### src/rtl/data_mem_responder.sv
// rtl/data_mem_responder.sv - eight-word 64-bit data memory answering one request at a time with fixed wait states
module data_mem_responder #(
    parameter int WAIT_CYCLES = 2,
    parameter int NUM_WORDS   = 8
) (
    input  logic        clk,
    input  logic        reset,
    input  logic        req_valid,
    input  logic        req_write,
    input  logic [63:0] req_addr,
    input  logic [63:0] req_wdata,
    output logic        req_ready,
    output logic        rsp_valid,
    input  logic        rsp_ready,
    output logic [63:0] rsp_rdata,
    output logic        rsp_err,
    output logic [63:0] element1,
    output logic [63:0] element2,
    output logic [63:0] element3,
    output logic [63:0] element4,
    output logic [63:0] element5,
    output logic [63:0] element6,
    output logic [63:0] element7,
    output logic [63:0] element8
);

    typedef enum logic [1:0] {
        IDLE = 2'd0,
        BUSY = 2'd1,
        RESP = 2'd2
    } state_t;

    state_t      state_q, state_d;
    logic [3:0]  cnt_q, cnt_d;
    logic        wr_q, wr_d;
    logic [63:0] addr_q, addr_d;
    logic [63:0] wdata_q, wdata_d;
    logic [63:0] rdata_q, rdata_d;
    logic        err_q, err_d;
    logic [63:0] mem_q [NUM_WORDS];
    logic [63:0] mem_d [NUM_WORDS];

    logic [2:0]  idx;
    logic        acc_err;

    // Only the captured address is ever decoded, so mid-transaction request changes are harmless.
    assign idx     = addr_q[5:3];
    assign acc_err = (addr_q[2:0] != 3'd0) || (addr_q[63:6] != 58'd0);

    always_comb begin
        state_d = state_q;
        cnt_d   = cnt_q;
        wr_d    = wr_q;
        addr_d  = addr_q;
        wdata_d = wdata_q;
        rdata_d = rdata_q;
        err_d   = err_q;
        for (int i = 0; i < NUM_WORDS; i++) begin
            mem_d[i] = mem_q[i];
        end

        case (state_q)
            IDLE: begin
                if (req_valid) begin
                    wr_d    = req_write;
                    addr_d  = req_addr;
                    wdata_d = req_wdata;
                    cnt_d   = 4'(WAIT_CYCLES);
                    state_d = BUSY;
                end
            end
            BUSY: begin
                if (cnt_q != 4'd0) begin
                    cnt_d = cnt_q - 4'd1;
                end else begin
                    state_d = RESP;
                    if (acc_err) begin
                        rdata_d = 64'd0;
                        err_d   = 1'b1;
                    end else if (wr_q) begin
                        mem_d[idx] = wdata_q;
                        rdata_d    = 64'd0;
                        err_d      = 1'b0;
                    end else begin
                        rdata_d = mem_q[idx];
                        err_d   = 1'b0;
                    end
                end
            end
            RESP: begin
                if (rsp_ready) begin
                    state_d = IDLE;
                end
            end
            default: begin
                state_d = IDLE;
            end
        endcase
    end

    always_ff @(posedge clk) begin
        if (!reset) begin
            state_q <= IDLE;
            cnt_q   <= 4'd0;
            wr_q    <= 1'b0;
            addr_q  <= 64'd0;
            wdata_q <= 64'd0;
            rdata_q <= 64'd0;
            err_q   <= 1'b0;
            for (int i = 0; i < NUM_WORDS; i++) begin
                mem_q[i] <= 64'd0;
            end
        end else begin
            state_q <= state_d;
            cnt_q   <= cnt_d;
            wr_q    <= wr_d;
            addr_q  <= addr_d;
            wdata_q <= wdata_d;
            rdata_q <= rdata_d;
            err_q   <= err_d;
            for (int i = 0; i < NUM_WORDS; i++) begin
                mem_q[i] <= mem_d[i];
            end
        end
    end

    assign req_ready = (state_q == IDLE);
    assign rsp_valid = (state_q == RESP);
    assign rsp_rdata = rdata_q;
    assign rsp_err   = err_q;

    assign element1 = mem_q[0];
    assign element2 = mem_q[1];
    assign element3 = mem_q[2];
    assign element4 = mem_q[3];
    assign element5 = mem_q[4];
    assign element6 = mem_q[5];
    assign element7 = mem_q[6];
    assign element8 = mem_q[7];

endmodule

### config.mk
export PLATFORM = sky130hd
export DESIGN_NAME = data_mem_responder
export DESIGN_NICKNAME = d
export VERILOG_FILES = /design/src/rtl/data_mem_responder.sv
export SDC_FILE = /design/constraint.sdc
export NUM_CORES = 2
export LEC_CHECK = 0
export CAP_MARGIN = 20
export CORE_AREA = 2 2 275 277
export CTS_CLUSTER_SIZE = 12
export DETAILED_ROUTE_END_ITERATION = 12
export DIE_AREA = 0 0 277 279
export PLACE_DENSITY_LB_ADDON = 0.25
export SYNTH_ARGS = -nofsm -noshare
export SYNTH_HDL_FRONTEND = slang
export SYNTH_SLANG_ARGS = --single-unit
export TNS_END_PERCENT = 100
### constraint.sdc
create_clock -name clk -period 2 [get_ports clk]
set_input_delay 0.3 -clock clk [delete_from_list [all_inputs] [get_ports clk]]
set_output_delay 0.3 -clock clk [all_outputs]
set_load 0.05 [all_outputs]
==> results by group <==
Placement
  – Placement Setup Slack: -378 ps
  – HPWL after detailed placement: 74.9 mm
  – Cell area reported after detailed placement: 37,600 um2
  – Count of input and output buffers: 711
  – Last weighted congestion value of the routability-driven placer: 0.893

Logic synthesis
  – Synthesized netlist net count: 2,927
  – Count of state elements after synthesis: 715
  – Cell type contributing the most total cell area after synthesis: sky130_fd_sc_hd__dfxtp_1
  – Post-Syn Area per Cell: 10.4 um2
  – Synthesized instance count: 2,792
  – Top-area cell type share of the netlist area: 0.492
  – Sequential fraction of the synthesis area: 0.492
  – Largest cells by area after synthesis: sky130_fd_sc_hd__dfxtp_1 49%, sky130_fd_sc_hd__mux2i_1 20%, sky130_fd_sc_hd__nand2_1 12%, sky130_fd_sc_hd__mux4_2 9.9%, sky130_fd_sc_hd__a21oi_1 2.3%
  – Cell variety after synth: 34
  – Synthesis warning total: 0
  – Cell Area, Synth: 29,100 um2

Floorplanning
  – Die H: 279 um
  – Core region area: 74,100 um2
  – Die X: 277 um
  – Initial standard-cell utilization of the core: 0.393
  – Site Rows: 100
  – Total Die Area: 77,300 um2
  – Boundary pin count: 712

Pwr
  – Internal power component: 23.6 mW
  – Switching power share of the total: 0.240
  – Total power per unit cell area: 750 nW/um2
  – Clock network fraction of total power: 0.458
  – Combinational fraction of design power: 0.072
  – Maximum resistive drop on vdd: 0.653 mV
  – Reg power frac: 0.470
  – Power dissipated by switching net loads: 7.45 mW
  – Leakage: 20.9 nW

Setup path
  – Required time of the critical path: 2480 ps
  – Endpoint of the lowest-slack register-to-register path: mem_q[7][34]$_SDFFE_PN0P_
  – Crit-path slowest cell: sky130_fd_sc_hd__dfxtp_2
  – Cells along the critical path: nor4_2 -> nand4_1 -> nor3_4 -> buf_12 -> buf_4 -> nand3_4 -> buf_12 -> buf_12 -> buf_16 -> mux2i_1
  – Combined buffer and inverter count along the critical path: 5
  – Data arrival, critical path: 2740 ps
  – Sort of element at the start of the critical path: flip-flop
  – Setup slack, reg-to-reg: -250 ps
  – Dominant delay contributor by cell family on the critical path: simple AND/OR/NAND/NOR gates
  – Capturing element type of the critical path: flip-flop
  – Peak fanout along the critical path: 8
  – Worst setup path class: reg -> reg
  – Largest incremental delay on the critical path: 330 ps
  – Crit path top cell by count: sky130_fd_sc_hd__buf_12
  – Worst Reg2Reg Path Length in Cells: 10
  – FF-to-FF Start: addr_q[46]$_SDFFE_PN0P_

Cells and area
  – Final core occ: 0.559
  – Synthesis-to-finish area growth: 42.3%
  – Layout Cell Area excl Fill: 41,400 um2
  – Area occupied by multi-input gates: 13,600 um2
  – Ratio of cells with drive above 1 in the final layout: 0.155
  – Total area of sequential cells: 14,300 um2
  – Final net count: 3,731
  – Filler Cells Inserted: 6,638

Clock tree
  – Clock tree from TritonCTS: built
  – Post-CTS Hold Buffers: 0
  – Clk buf depth: 3
  – Total clock buffers created by CTS: 78
  – Clk pin slew, worst setup/hold paths: 60 ps
  – CTS root buf: sky130_fd_sc_hd__clkbuf_16
  – CTS H-tree lvls: 3
  – Worst-Skew Late Latency: 630 ps
  – Clock net sink count: 715

Timing
  – Least setup slack across all paths after layout: -254 ps
  – Max Fclk: 444 MHz
  – Total negative setup slack: -61,140 ps
  – Transition time at the pin with the least slew margin: 699 ps
  – Fin Hold WS: 112 ps
  – Period Utilization, post-route: 1.13
  – Minimum period implied by the final worst setup slack: 2250 ps
  – Worst relative slew slack: 0.534
  – Final hold vios: 0
  – Largest clock skew in the final design: 26.6 ps
  – Number of endpoints failing setup at the final stage: 551
  – Number of pins with negative max-slew slack in the final report: 0
  – RSZ-0062 raised after global routing: true

GRT
  – Number of global-route vias before repair: 24,439
  – Maximum number of pins on one net before global-route repair: 134
  – Overall fraction of global-route tracks in use: 0.289
  – Number of antenna violations at the first check in global routing: 11
  – Global-route wire length before repair: 167 mm
  – Congestion Overflow GR: 0

Detailed routing
  – Routed vias: 24,723
  – Remaining antenna violation count after routing: 0
  – Detailed-route DRC error count: 0
  – Initial detailed-routing violation count: 1,835
  – Routed wire length: 115 mm
  – Routed WL per cell: 24.8 um
  – Detailed-router iteration count before antenna repair: 5
  – Vias per cell: 5.35

Status
  – Status: finished, violations left
  – Failing checks: setup timing

Worst hold path
  – Start point of the worst hold path: reset
  – Hold path endpoint: mem_q[6][0]$_SDFFE_PN0P_
  – Worst hold path cell count: 3
  – Class of the tightest hold or removal check: in -> reg

Flow run
  – Maximum capacitance violations: 0
[cells in the final DEF (no fill, tap or decap), drive strengths merged]
| master | instances |
|---|---|
| dlygate4sd2 | 512 |
| a311oi | 1 |
| nand4 | 10 |
| dfxtp | 715 |
| nor4 | 14 |
| nand3 | 3 |
| nand2b | 1 |
| a211oi | 1 |
| clkinv | 11 |
| inv | 8 |
| and2b | 1 |
| nor3b | 1 |
| clkdlybuf4s50 | 131 |
| nor2 | 9 |
| ha | 2 |
| xor2 | 2 |
| nand4b | 1 |
| clkbuf | 116 |
| or4 | 1 |
| nor3 | 3 |
| a21oi | 132 |
| mux2i | 576 |
| bufinv | 2 |
| bufbuf | 1 |
| and2 | 2 |
| mux2 | 1 |
| nor2b | 4 |
| mux4 | 128 |
| o21ai | 64 |
| buf | 289 |
| or3b | 1 |
| diode | 6 |
| and3 | 3 |
| nand2 | 903 |
[cell usage after synthesis]
cell and number:
sky130_fd_sc_hd__nor4_1 14, sky130_fd_sc_hd__nand3_1 3, sky130_fd_sc_hd__or4_1 1, sky130_fd_sc_hd__mux4_2 128
sky130_fd_sc_hd__a21oi_1 132, sky130_fd_sc_hd__nor3_4 1, sky130_fd_sc_hd__a311oi_1 1, sky130_fd_sc_hd__and3_1 3
sky130_fd_sc_hd__or3b_2 1, sky130_fd_sc_hd__inv_2 1, sky130_fd_sc_hd__nand4_1 10, sky130_fd_sc_hd__xor2_1 2
sky130_fd_sc_hd__buf_8 36, sky130_fd_sc_hd__buf_1 5, sky130_fd_sc_hd__dfxtp_1 715, sky130_fd_sc_hd__nor3b_2 1
sky130_fd_sc_hd__nor2_1 9, sky130_fd_sc_hd__and2b_1 1, sky130_fd_sc_hd__buf_4 2, sky130_fd_sc_hd__ha_1 2
sky130_fd_sc_hd__o21ai_0 64, sky130_fd_sc_hd__nand2b_1 1, sky130_fd_sc_hd__nand2_1 903, sky130_fd_sc_hd__a211oi_1 1
sky130_fd_sc_hd__nor2b_1 4, sky130_fd_sc_hd__nand4b_1 1, sky130_fd_sc_hd__nor3_1 2, sky130_fd_sc_hd__inv_1 2
sky130_fd_sc_hd__buf_2 13, sky130_fd_sc_hd__buf_6 18, sky130_fd_sc_hd__mux2_2 1, sky130_fd_sc_hd__and2_1 2
sky130_fd_sc_hd__clkbuf_1 136, sky130_fd_sc_hd__mux2i_1 576
[registers in the layout, indices dropped and copies added, names as in the netlist, named ones only]
register and flops:
mem_q 512, addr_q 64, rsp_rdata 64, wdata_q 64
cnt_q 4, state_q 2, rsp_err 1, wr_q 1
[cell type report]
| cell class | count | area share |
|---|---|---|
| repair buffers | 934 | 0.236 |
| multi-input cells | 1864 | 0.328 |
| well taps | 969 | 0.0293 |
| inverters | 3 | 0.000332 |
| clock buffers | 115 | 0.0554 |
| clock inverters | 18 | 0.00493 |
| diodes | 6 | 0.000363 |
| flip-flops and latches | 715 | 0.346 |
[cell families (layout without fill, tap and decap cells)]
logic type | after synthesis | in the layout | synth area share
and+or+nand+nor | 957 | 957 | 0.128
DFF | 715 | 715 | 0.492
muxes | 705 | 705 | 0.298
buffers and inverters | 213 | 1070 | 0.0469
AOI/OAI and AO/OA | 198 | 198 | 0.0343
adders and majority gates | 2 | 2 | 0.000860
xor gates and xnor gates | 2 | 2 | 0.000602
other | 0 | 6 | 0
[repair_timing]
action                     4_1_cts  5_1_grt
pin swaps                       12        8
resized for setup              665       68
setup buffers                   62        7
setup endpoints to repair     1088      576
cloned                          53        1
[worst reg2reg max path, stage by stage, from the launching register on]
cell	delay, ps
sky130_fd_sc_hd__dfxtp_2	330
sky130_fd_sc_hd__nor4_2	270
sky130_fd_sc_hd__nand4_1	250
sky130_fd_sc_hd__nor3_4	280
sky130_fd_sc_hd__buf_12	140
sky130_fd_sc_hd__buf_4	130
sky130_fd_sc_hd__nand3_4	100
sky130_fd_sc_hd__buf_12	190
sky130_fd_sc_hd__buf_12	160
sky130_fd_sc_hd__buf_16	150
sky130_fd_sc_hd__mux2i_1	120
[worst max-delay path by stage]
stage,slack (ps),depth (start not counted),to,start
2_1_floorplan,150,9,mem_q[0][10]$_SDFFE_PN0P_,cnt_q[0]$_SDFFE_PN0P_
3_3_place_gp,-350,6,mem_q[2][26]$_SDFFE_PN0P_,addr_q[23]$_SDFFE_PN0P_
3_5_place_dp,-380,6,mem_q[2][33]$_SDFFE_PN0P_,addr_q[23]$_SDFFE_PN0P_
4_1_cts,-260,11,mem_q[7][46]$_SDFFE_PN0P_,addr_q[17]$_SDFFE_PN0P_
5_1_grt,-330,10,mem_q[2][18]$_SDFFE_PN0P_,addr_q[14]$_SDFFE_PN0P_
6_report,-250,10,mem_q[7][34]$_SDFFE_PN0P_,addr_q[46]$_SDFFE_PN0P_
[layer usage]
metal | share of wire | GRT usage | up-vias
met5 | 0.00062 | 0 | -
met4 | 0.036 | 0.111 | 10
met3 | 0.068 | 0.0602 | 227
met2 | 0.49 | 0.494 | 993
met1 | 0.40 | 0.358 | 12290
li1 | - | - | 11203
[metrics by stage]
stage / power (mW) / cells
floorplan: 16.1 / 2792
global placement: 17.1 / 4405
detailed placement: 17.1 / 4405
CTS: 31.2 / 4647
global route: 32.0 / 4624
finish: 31.1 / 4624
[power by group through the flow]
stage	logic, mW	clock network, mW	registers (mW)
final	2.23	14.2	14.6
after global routing	2.39	15.0	14.6
after CTS	2.21	14.4	14.6
after detailed placement	2.20	0	14.9
after global placement	2.19	0	14.9
after floorplan	1.21	0	14.9
(Power assumes the default switching activity.)
